$ cat src/rtl/fetch_unit_if.sv
// Fetch unit bundle: instruction-memory request/grant/response, redirect input,
// and the valid/ready instruction handoff to decode.
interface fetch_unit_if;
    logic        imem_req;
    logic [31:0] imem_addr;
    logic        imem_gnt;
    logic        imem_rvalid;
    logic [31:0] imem_rdata;
    logic        redirect_valid;
    logic [31:0] redirect_pc;
    logic [31:0] instruccion;
    logic [31:0] pc_out;
    logic        inst_valid;
    logic        inst_ready;
    logic        misalign_trap;

    modport master (
        output imem_req, imem_addr,
        input  imem_gnt, imem_rvalid, imem_rdata,
        input  redirect_valid, redirect_pc,
        output instruccion, pc_out, inst_valid,
        input  inst_ready,
        output misalign_trap
    );

    modport slave (
        input  imem_req, imem_addr,
        output imem_gnt, imem_rvalid, imem_rdata,
        output redirect_valid, redirect_pc,
        input  instruccion, pc_out, inst_valid,
        output inst_ready,
        input  misalign_trap
    );
endinterface

$ cat src/rtl/fetch_unit.sv
// Instruction fetch stage: PC, in-order imem requests, response FIFO, redirect flush.
// Optional macro FETCH_MISALIGN_TRAP_EN: a misaligned redirect enters a sticky trap.
module fetch_unit #(
    parameter logic [31:0] RESET_PC   = 32'h0000_0000,
    parameter int unsigned FIFO_DEPTH = 2
) (
    input logic          clk,
    input logic          reset,
    fetch_unit_if.master bus
);
    localparam int unsigned PW  = $clog2(FIFO_DEPTH);
    localparam int unsigned CW  = PW + 1;
    localparam logic [31:0] NOP = 32'h0000_0013;

    typedef enum logic [1:0] {BOOT, RUN, TRAP} state_t;

    state_t        state;
    logic [31:0]   fetch_pc;
    logic [31:0]   resp_pc;
    logic [CW-1:0] outstanding;
    logic [CW-1:0] discard;
    logic [CW-1:0] fifo_count;
    logic [PW-1:0] wr_ptr;
    logic [PW-1:0] rd_ptr;
    logic [31:0]   fifo_inst [FIFO_DEPTH];
    logic [31:0]   fifo_pc   [FIFO_DEPTH];

    logic [31:0]   target;
    logic          misaligned;
    logic [CW:0]   in_use;
    logic          req;
    logic          grant;
    logic          resp;
    logic          push;
    logic          pop;
    logic          valid;

    always_comb begin
        target = bus.redirect_pc;
`ifdef FETCH_MISALIGN_TRAP_EN
        misaligned = (bus.redirect_pc[1:0] != 2'b00);
`else
        target[1:0] = 2'b00;
        misaligned  = 1'b0;
`endif
    end

    // Every request in flight holds a FIFO slot, so a response can never find the FIFO full.
    assign in_use = {1'b0, outstanding} + {1'b0, fifo_count};
    assign req    = (state == RUN) && !bus.redirect_valid && (in_use < (CW+1)'(FIFO_DEPTH));
    assign grant  = req && bus.imem_gnt;
    assign resp   = bus.imem_rvalid && (outstanding != '0);
    assign valid  = (fifo_count != '0);
    assign push   = resp && (discard == '0) && (state == RUN) && !bus.redirect_valid;
    assign pop    = valid && bus.inst_ready && !bus.redirect_valid;

    assign bus.imem_req    = req;
    assign bus.imem_addr   = fetch_pc;
    assign bus.inst_valid  = valid;
    assign bus.instruccion = valid ? fifo_inst[rd_ptr] : NOP;
    assign bus.pc_out      = valid ? fifo_pc[rd_ptr] : '0;
`ifdef FETCH_MISALIGN_TRAP_EN
    assign bus.misalign_trap = (state == TRAP);
`else
    assign bus.misalign_trap = 1'b0;
`endif

    always_ff @(posedge clk or posedge reset) begin
        if (reset) begin
            state       <= BOOT;
            fetch_pc    <= RESET_PC;
            resp_pc     <= RESET_PC;
            outstanding <= '0;
            discard     <= '0;
            fifo_count  <= '0;
            wr_ptr      <= '0;
            rd_ptr      <= '0;
        end else begin
            outstanding <= outstanding + CW'(grant) - CW'(resp);
            case (state)
                BOOT: state <= RUN;
                RUN: begin
                    if (bus.redirect_valid) begin
                        // Everything still in flight after this cycle belongs to the old path.
                        discard    <= outstanding - CW'(resp);
                        fifo_count <= '0;
                        wr_ptr     <= '0;
                        rd_ptr     <= '0;
                        if (misaligned) begin
                            state <= TRAP;
                        end else begin
                            fetch_pc <= target;
                            resp_pc  <= target;
                        end
                    end else begin
                        if (grant)
                            fetch_pc <= fetch_pc + 32'd4;
                        if (resp && (discard != '0))
                            discard <= discard - CW'(1);
                        if (push) begin
                            wr_ptr  <= wr_ptr + PW'(1);
                            resp_pc <= resp_pc + 32'd4;
                        end
                        if (pop)
                            rd_ptr <= rd_ptr + PW'(1);
                        fifo_count <= fifo_count + CW'(push) - CW'(pop);
                    end
                end
                TRAP: begin
                    if (resp && (discard != '0))
                        discard <= discard - CW'(1);
                end
                default: state <= BOOT;
            endcase
        end
    end

    always_ff @(posedge clk) begin
        if (push) begin
            fifo_inst[wr_ptr] <= bus.imem_rdata;
            fifo_pc[wr_ptr]   <= resp_pc;
        end
    end
endmodule
$ cat src/flat_wrapper.sv
// flat-port wrapper written by rule: the top's interface ports become plain ports
module fetch_unit_flat 
#(
    parameter logic [31:0] RESET_PC   = 32'h0000_0000,
    parameter int unsigned FIFO_DEPTH = 2
)
  (clk, reset, bus_imem_req, bus_imem_addr, bus_imem_gnt, bus_imem_rvalid, bus_imem_rdata, bus_redirect_valid, bus_redirect_pc, bus_instruccion, bus_pc_out, bus_inst_valid, bus_inst_ready, bus_misalign_trap);
  fetch_unit_if bus_i ();
  input logic clk;
  input logic reset;
  output wire logic [$bits(bus_i.imem_req)-1:0] bus_imem_req;
  output wire logic [$bits(bus_i.imem_addr)-1:0] bus_imem_addr;
  input wire logic [$bits(bus_i.imem_gnt)-1:0] bus_imem_gnt;
  input wire logic [$bits(bus_i.imem_rvalid)-1:0] bus_imem_rvalid;
  input wire logic [$bits(bus_i.imem_rdata)-1:0] bus_imem_rdata;
  input wire logic [$bits(bus_i.redirect_valid)-1:0] bus_redirect_valid;
  input wire logic [$bits(bus_i.redirect_pc)-1:0] bus_redirect_pc;
  output wire logic [$bits(bus_i.instruccion)-1:0] bus_instruccion;
  output wire logic [$bits(bus_i.pc_out)-1:0] bus_pc_out;
  output wire logic [$bits(bus_i.inst_valid)-1:0] bus_inst_valid;
  input wire logic [$bits(bus_i.inst_ready)-1:0] bus_inst_ready;
  output wire logic [$bits(bus_i.misalign_trap)-1:0] bus_misalign_trap;
  assign bus_imem_req = bus_i.imem_req;
  assign bus_imem_addr = bus_i.imem_addr;
  assign bus_i.imem_gnt = bus_imem_gnt;
  assign bus_i.imem_rvalid = bus_imem_rvalid;
  assign bus_i.imem_rdata = bus_imem_rdata;
  assign bus_i.redirect_valid = bus_redirect_valid;
  assign bus_i.redirect_pc = bus_redirect_pc;
  assign bus_instruccion = bus_i.instruccion;
  assign bus_pc_out = bus_i.pc_out;
  assign bus_inst_valid = bus_i.inst_valid;
  assign bus_i.inst_ready = bus_inst_ready;
  assign bus_misalign_trap = bus_i.misalign_trap;
  fetch_unit #(.RESET_PC(RESET_PC), .FIFO_DEPTH(FIFO_DEPTH)) u_core (.clk(clk), .reset(reset), .bus(bus_i));
endmodule
$ cat config.mk
export PLATFORM = sky130hd
export DESIGN_NAME = fetch_unit_flat
export DESIGN_NICKNAME = d
export VERILOG_FILES = /design/src/rtl/fetch_unit_if.sv /design/src/rtl/fetch_unit.sv /design/src/flat_wrapper.sv
export SDC_FILE = /design/constraint.sdc
export NUM_CORES = 1
export LEC_CHECK = 0
export BUFFER_PORTS_ARGS = -buffer_cell sky130_fd_sc_hd__buf_2
export CELL_PAD_IN_SITES_DETAIL_PLACEMENT = 0
export CELL_PAD_IN_SITES_GLOBAL_PLACEMENT = 2
export CORE_MARGIN = 10
export CORE_UTILIZATION = 36
export DETAILED_ROUTE_END_ITERATION = 10
export GPL_TIMING_DRIVEN = 1
export PLACE_DENSITY_LB_ADDON = 0.1
export SETUP_SLACK_MARGIN = 0.3
export SLEW_MARGIN = 20
export SYNTH_ARGS = -nofsm -noshare
export SYNTH_HDL_FRONTEND = slang
export SYNTH_SLANG_ARGS = --single-unit
$ cat constraint.sdc
create_clock -name clk -period 5.25 [get_ports clk]
set_input_delay 0.2625 -clock clk [delete_from_list [all_inputs] [get_ports clk]]
set_output_delay 0.2625 -clock clk [all_outputs]
set_load 0.01 [all_outputs]
# ---- Word-level counts from Yosys, hierarchy flattened
# Memory sizes are Yosys's and may differ from the RTL's.
# Index checks and enable logic that the tools add are counted.
dict set report totals {
  latchBits 0
  output_inout_bits 99
  mem_bits_rw 128
  romBits 0
  register_bits 74
  n_memories 2
}
# memory words word_bits read_ports rd_clocked_by_memory_dff wr line_no
set memory_table {}
lappend memory_table {u_core.fifo_inst 2 32 1 0 1 fetch_unit.sv:25} ;# logic [31:0] fifo_inst [FIFO_DEPTH];
lappend memory_table {u_core.fifo_pc 2 32 1 0 1 fetch_unit.sv:26} ;# logic [31:0] fifo_pc [FIFO_DEPTH];
dict set report classes {
  muxes 17
  n_bitwise 0
  add_sub_neg 11
  mul 0
  div 0
  shifts 0
  eq_ne 2
  order_cmp 1
  n_reduce_logical 24
}
# operator n
set op_table {}
lappend op_table {{$mux W32} 6}
lappend op_table {{$add A32 B3 Y32 const B} 2}
lappend op_table {{$reduce_bool A2 Y1} 7}
lappend op_table {{$logic_and A1 B1 Y1} 10}
lappend op_table {{$pmux W2 S2} 2}
lappend op_table {{$mux W1} 6}
lappend op_table {{$mux W2} 3}
lappend op_table {{$reduce_and A2 Y1} 3}
lappend op_table {{$sub A2 B1 Y2} 3}
lappend op_table {{$add A2 B1 Y2} 2}
lappend op_table {{$logic_not A2 Y1} 2}
lappend op_table {{$add A2 B2 Y3} 1}
lappend op_table {{$lt A3 B2 Y1 const B} 1}
lappend op_table {{$add A1 B1 Y1 const B} 2}
lappend op_table {{$eq A2 B1 Y1 const B} 1}
lappend op_table {{$eq A2 B2 Y1 const B} 1}
lappend op_table {{$reduce_or A2 Y1} 1}
lappend op_table {{$sub A2 B1 Y2 const B} 1}
lappend op_table {{$logic_not A1 Y1} 1}

# ---- Longest topological paths before layout
dict set report logic_depth {
  word_depth 8
  ltp_mapped 10
  mapped_depth_nobuf 10
}

# ---- Least setup slack after synthesis
# No wires, ideal clock.
dict set report synth_path {
  path_kind {register to register}
  startpoint {reg u_core.discard[0]}
  endpoint {mem u_core.fifo_inst[0][0], enable pin}
  n_path_buf 0
  arrival_ns 3.734
  required_time_ns 4.759
  stages_incl_launch_ff 6
  period_less_slack_ns 4.226
  setup_slack_ns 1.024
  path_cell_list {dfrtp_1 inv_1 ha_1 o211a_1 and3_1 nor2b_1}
}
dict set report synth_between {
  elab_chain_len 6
}
# item line_no
set synth_rtl {}
lappend synth_rtl {{start, declared} fetch_unit.sv:21} ;# logic [CW-1:0] discard;
lappend synth_rtl {{start signal, assigned} fetch_unit.sv:85} ;# discard <= outstanding - CW'(resp);
lappend synth_rtl {{start signal, assigned} fetch_unit.sv:99} ;# discard <= discard - CW'(1);
lappend synth_rtl {{start signal, assigned} fetch_unit.sv:111} ;# discard <= discard - CW'(1);
lappend synth_rtl {{$logic_not A2 Y1} fetch_unit.sv:54} ;# assign push = resp && (discard == '0) && (state == RUN) && !bus.redirect_valid;
lappend synth_rtl {{$logic_and A1 B1 Y1 (3 in a row)} fetch_unit.sv:54}
lappend synth_rtl {{$mux W1} fetch_unit.sv:119} ;# if (push) begin
lappend synth_rtl {{$mux W1 (not written as such)} fetch_unit.sv:120} ;# fifo_inst[wr_ptr] <= bus.imem_rdata;
lappend synth_rtl {{end, declared} fetch_unit.sv:25}
# Every way passes these cells.

# ---- Final worst setup path
dict set report layout_path {
  startpoint {reg u_core.state[0]}
  endpoint {reg u_core.fetch_pc[26], in the netlist u_core.bus.imem_addr[26]}
}
dict set report layout_between {
  elab_chain_len 6
}
# item line_no
set layout_rtl {}
lappend layout_rtl {{start, declared} fetch_unit.sv:17} ;# state_t state;
lappend layout_rtl {{start signal, assigned} fetch_unit.sv:70} ;# state <= BOOT;
lappend layout_rtl {{start signal, assigned} fetch_unit.sv:81} ;# BOOT: state <= RUN;
lappend layout_rtl {{start signal, assigned} fetch_unit.sv:90} ;# state <= TRAP;
lappend layout_rtl {{$eq A2 B1 Y1 *} {fetch_unit.sv:50, fetch_unit.sv:80}}
lappend layout_rtl {{$logic_and A1 B1 Y1 (2 in a row)} fetch_unit.sv:50} ;# assign req = (state == RUN) && !bus.redirect_valid && (in_use < (CW+1)'(FIFO_DEPTH));
lappend layout_rtl {{$logic_and A1 B1 Y1} fetch_unit.sv:51} ;# assign grant = req && bus.imem_gnt;
lappend layout_rtl {{$reduce_bool A2 Y1 (no line)} -}
lappend layout_rtl {{$reduce_and A2 Y1 (no line) *} -}
lappend layout_rtl {{end signal, assigned} fetch_unit.sv:92} ;# fetch_pc <= target;
lappend layout_rtl {{end signal, assigned} fetch_unit.sv:97} ;# fetch_pc <= fetch_pc + 32'd4;
lappend layout_rtl {{end, declared} fetch_unit.sv:18} ;# logic [31:0] fetch_pc;
# Mark *: on every way between the ends. The rest lies on a longest branch, timed or not.
# A chain may end at the register's enable or synchronous reset.

==> results.txt <==
The first global-routing pass estimated 37.18 mm of wire. The number of slew-limit violations in the final report came out at 0. The slowest stage of the critical path is the and2_1 cell. Yosys printed 0 warnings. The initial antenna violation count is 0. Row generation in the floorplan step produced 57 rows. In the detailed route, the total length drawn on met3 is 1.511 mm. The worst setup timing slack at the placement stage is 2.321 ns. The wire-length estimate of the detail-placed layout is 16.67 mm. The startpoint-to-endpoint class of the critical path is flip-flop to flip-flop. The initial utilization of the core area, before any placement, comes to 0.3668. The overall die height is 177.6 µm.

The clock period could shrink to 2.972 ns. The highest attainable clock frequency is 336.4 MHz. VDD sags by at most 192.4 µV. The total setup violations reported at the end of the flow came out at 0.

The average footprint of a synthesized cell is 11.51 µm². The clock network power share came out at 0.302. The launch instance of the worst register-to-register path is u_core.state[0].

The part of the total power dissipated in sequential elements came out at 0.487. In the finished design, the share of the clock period the worst path needs comes to 0.5661. Counting flops and latches in the post-synthesis netlist gives 193. The detailed router finished its first iteration with 353 violations. Of the total power, combinational logic draws 0.211. The synthesis-to-finish area growth is 20.35%. The run finished with clean final reports. The root buffer cell is clkbuf_16. The wire length per cell came out at 19.11 µm. The startpoint identified for the worst hold timing path is bus_imem_rdata[31]. The number of antenna cells inserted came out at 0.

The arrival time reported for the critical path endpoint came out at 3.33 ns. In the final layout, the share of cells above drive strength 1 is 0.2312. The detailed-routing wirelength on met1 came out at 11.84 mm. The cell-internal power came out at 2.844 mW. The number of different library cells used by synthesis comes to 55. The tightest min-delay check is of the input port to flip-flop type.

The worst-case headroom to the max-slew limit came out at 0.3127. The data required time of the worst path came out at 5.60 ns. The die footprint is 31560 µm². The core box area came out at 24390 µm². The hold violation total from the final report came out at 0. The clock latency on the worst-skew pair is 0.43 ns. The maximum buffer depth of the clock tree came out at 2.

After synthesis, the share of flip-flops with an asynchronous set or reset is 0.3575. Traced cell by cell, the critical path runs through and2_1 -> a31o_2 -> and4_1 -> a211oi_1 -> nor3_1. Routability-driven placement finished with a final weighted congestion of 0.8063. The mapped netlist covers 8946 µm².

Tracing the worst setup path back leads to its startpoint at u_core.state[0]. The vias per cell is 5.243. TritonCTS built the clock tree.

The final wirelength is 24.22 mm. The number of enable flip-flop cells after synthesis is 124. The portion of the post-synthesis area used by sequential elements is 0.6092. For the final database, setup skew stands at 0.01312 ns. The highest net fanout along the worst path is 38. The switching portion of total power is 0.3390.

The total power divided by cell area came out at 399.7 nW/µm². The final setup slack of the worst path is 2.278 ns. After the last flow step, the layout net total stands at 1008. The sink count of the clock tree came out at 193. Routed signal wires occupy layers up through met4. The final sum of negative setup slack came out at 0 ns. The number of input and output port buffers inserted is 161. The final instance area came out at 10770 µm². For this design the total switching power over the nets is 1.459 mW. Across every metal layer, demand over resource in global routing totals 0.1502.

In this run the remaining antenna-violating nets after routing total 0. The count of maximum capacitance violations is 0. After detailed routing, the number of remaining DRC violations is 0. Synthesis handed over a netlist of 777 instances. The largest delay contributor family on the critical path is simple AND/OR/NAND/NOR gates. The clock buffer count from CTS came out at 17. Wire segments on met2 add up to 10.58 mm in the final route.

The buffering stage count on the worst path with inverters included is 0. The category of the worst setup path capture point is a flip-flop. The actual slew at the worst max-slew pin is 1.031 ns. The CTS clock-pin slew for the worst setup and hold paths came out at 0.08 ns. The overall die width is 177.6 µm. The largest single stage delay on the critical path is 0.84 ns.

Summed over all cells, the static leakage comes to 4.196 nW. The overall overflow remaining after global route is 0. The I/O pin total is 169. Setup repair after global routing left no endpoint under its margin. The worst setup path is launched from a flip-flop. In the synthesized netlist the dominant register cell turns out to be edfxtp_1. The number of global-route vias before repair came out at 6539. The first TritonRoute pass finished after 5 iterations.

The largest net degree at the start of global routing is 74. The number of H-tree levels came out at 4. The number of cells after detailed placement came out at 1226.

The total power came out at 4.303 mW. The finished layout holds 1267 standard cells, fillers aside. The instance area after placement came out at 10050 µm². The total via count after detailed routing came out at 6643. Once the clock tree was built, the setup fixing pass inserted 0 buffers.
state kept, by name, summed over array words and instances, names as in the netlist:
register	cells
u_core.fifo_inst	64
u_core.fifo_pc	60
u_core.bus.imem_addr	30
u_core.resp_pc	30
u_core.discard	2
u_core.fifo_count	2
u_core.outstanding	2
u_core.rd_ptr	1
u_core.state	1
u_core.wr_ptr	1
cells in the mapped netlist (all sizes together) (4+ instances only):
| library cell | instances | area [µm²] |
|---|---|---|
| a211oi | 4 | 30.03 |
| a21o | 7 | 52.55 |
| a21oi | 44 | 220.2 |
| a22oi | 18 | 135.1 |
| a31oi | 5 | 31.28 |
| and2 | 4 | 25.02 |
| and3 | 10 | 62.56 |
| and4 | 4 | 35.03 |
| buf | 19 | 92.59 |
| clkbuf | 29 | 108.9 |
| dfrtp | 69 | 1727 |
| edfxtp | 124 | 3724 |
| ha | 7 | 87.58 |
| inv | 13 | 48.80 |
| mux2i | 77 | 770.7 |
| nand2 | 43 | 161.4 |
| nand3 | 26 | 130.1 |
| nand4 | 17 | 118.9 |
| nor2 | 104 | 390.4 |
| nor3 | 15 | 75.07 |
| nor4 | 16 | 125.1 |
| o211ai | 5 | 37.54 |
| o21a | 4 | 30.03 |
| o21ai | 52 | 260.3 |
| o22ai | 21 | 131.4 |
layer usage:
layer  global-route usage  up-vias
li1                     -     3220
met2               0.2259      212
met3              0.03549       21
met5                    0        -
met4              0.04759        0
met1               0.2095     3190
timing repair:
item	4_1_cts	5_1_grt
hold buffers	7	1
gates resized for setup	0	0
endpoints found under the hold margin	35	2
final cells by class:
cell class / instances / area, µm²
Multi-Input combinational cell: 526 / 3277
Clock buffer: 17 / 425.4
Sequential cell: 193 / 5454
Clock inverter: 15 / 178.9
Fill cell: 2372 / 13620
Timing Repair Buffer: 178 / 973.4
Inverter: 14 / 52.55
Tap cell: 324 / 405.4
kinds of logic (layout without fill, tap and decap cells):
logic type	after synthesis	count (layout)	share of synthesized area
and+or+nand+nor	251	251	0.1355
AOI/OAI and AO/OA	181	181	0.1249
buffers and inverters	62	224	0.02839
adders and majority gates	8	8	0.01203
xor gates and xnor gates	3	3	0.002938
muxes	77	77	0.08615
DFF	193	193	0.6092
other	2	6	0.0008395
power groups by stage:
stage          registers (mW)  clock network, mW  logic (mW)
3_3_place_gp             2.13                  0       0.878
4_1_cts                  2.11               1.34       0.903
3_5_place_dp             2.14                  0       0.893
6_report                 2.10               1.30       0.907
5_1_grt                  2.13               1.40        1.02
2_1_floorplan            2.07                  0       0.575
final timing paths:
check | to | slack, ns | cells after the start
hold reg to reg | u_core.discard[1] | 0.50 | 2
setup / recovery | u_core.bus.imem_addr[26] | 2.28 | 5
hold / removal | u_core.fifo_inst[0][31] | 0.02 | 1
max in group asynchronous | u_core.rd_ptr | 3.71 | 4
min in group asynchronous | u_core.bus.imem_addr[5] | 0.44 | 3
setup reg to reg | u_core.bus.imem_addr[26] | 2.28 | 5
worst reg2reg max path, delay by kind of cell, from the launching register on:
family,cells,cell delay [ns]
DFF,1,0.59
AOI/OAI and AO/OA,2,0.85
and+or+nand+nor,3,1.46
per-stage QoR:
step / util / hold slack [ns]
2_1_floorplan: - / 0.3614
3_3_place_gp: 0.4122 / 0.3741
3_5_place_dp: 0.4122 / 0.3684
4_1_cts: 0.4399 / 0.001209
5_1_grt: 0.4414 / 0.005124
6_report: 0.4414 / 0.02379
cells in the final DEF (no fill, tap or decap), types with 17 or more instances in the layout:
| cell type | netlist | layout |
|---|---|---|
| dfrtp_1 | 69 | 68 |
| a21oi_1 | 44 | 44 |
| o22ai_1 | 21 | 21 |
| clkbuf_16 | 0 | 17 |
| a22oi_1 | 18 | 18 |
| nor2_1 | 104 | 103 |
| mux2i_1 | 77 | 77 |
| o21ai_0 | 46 | 46 |
| buf_2 | 2 | 161 |
| nand2_1 | 43 | 43 |
| nand3_1 | 26 | 26 |
| edfxtp_1 | 124 | 124 |
Power figures use the tool's default switching activity.
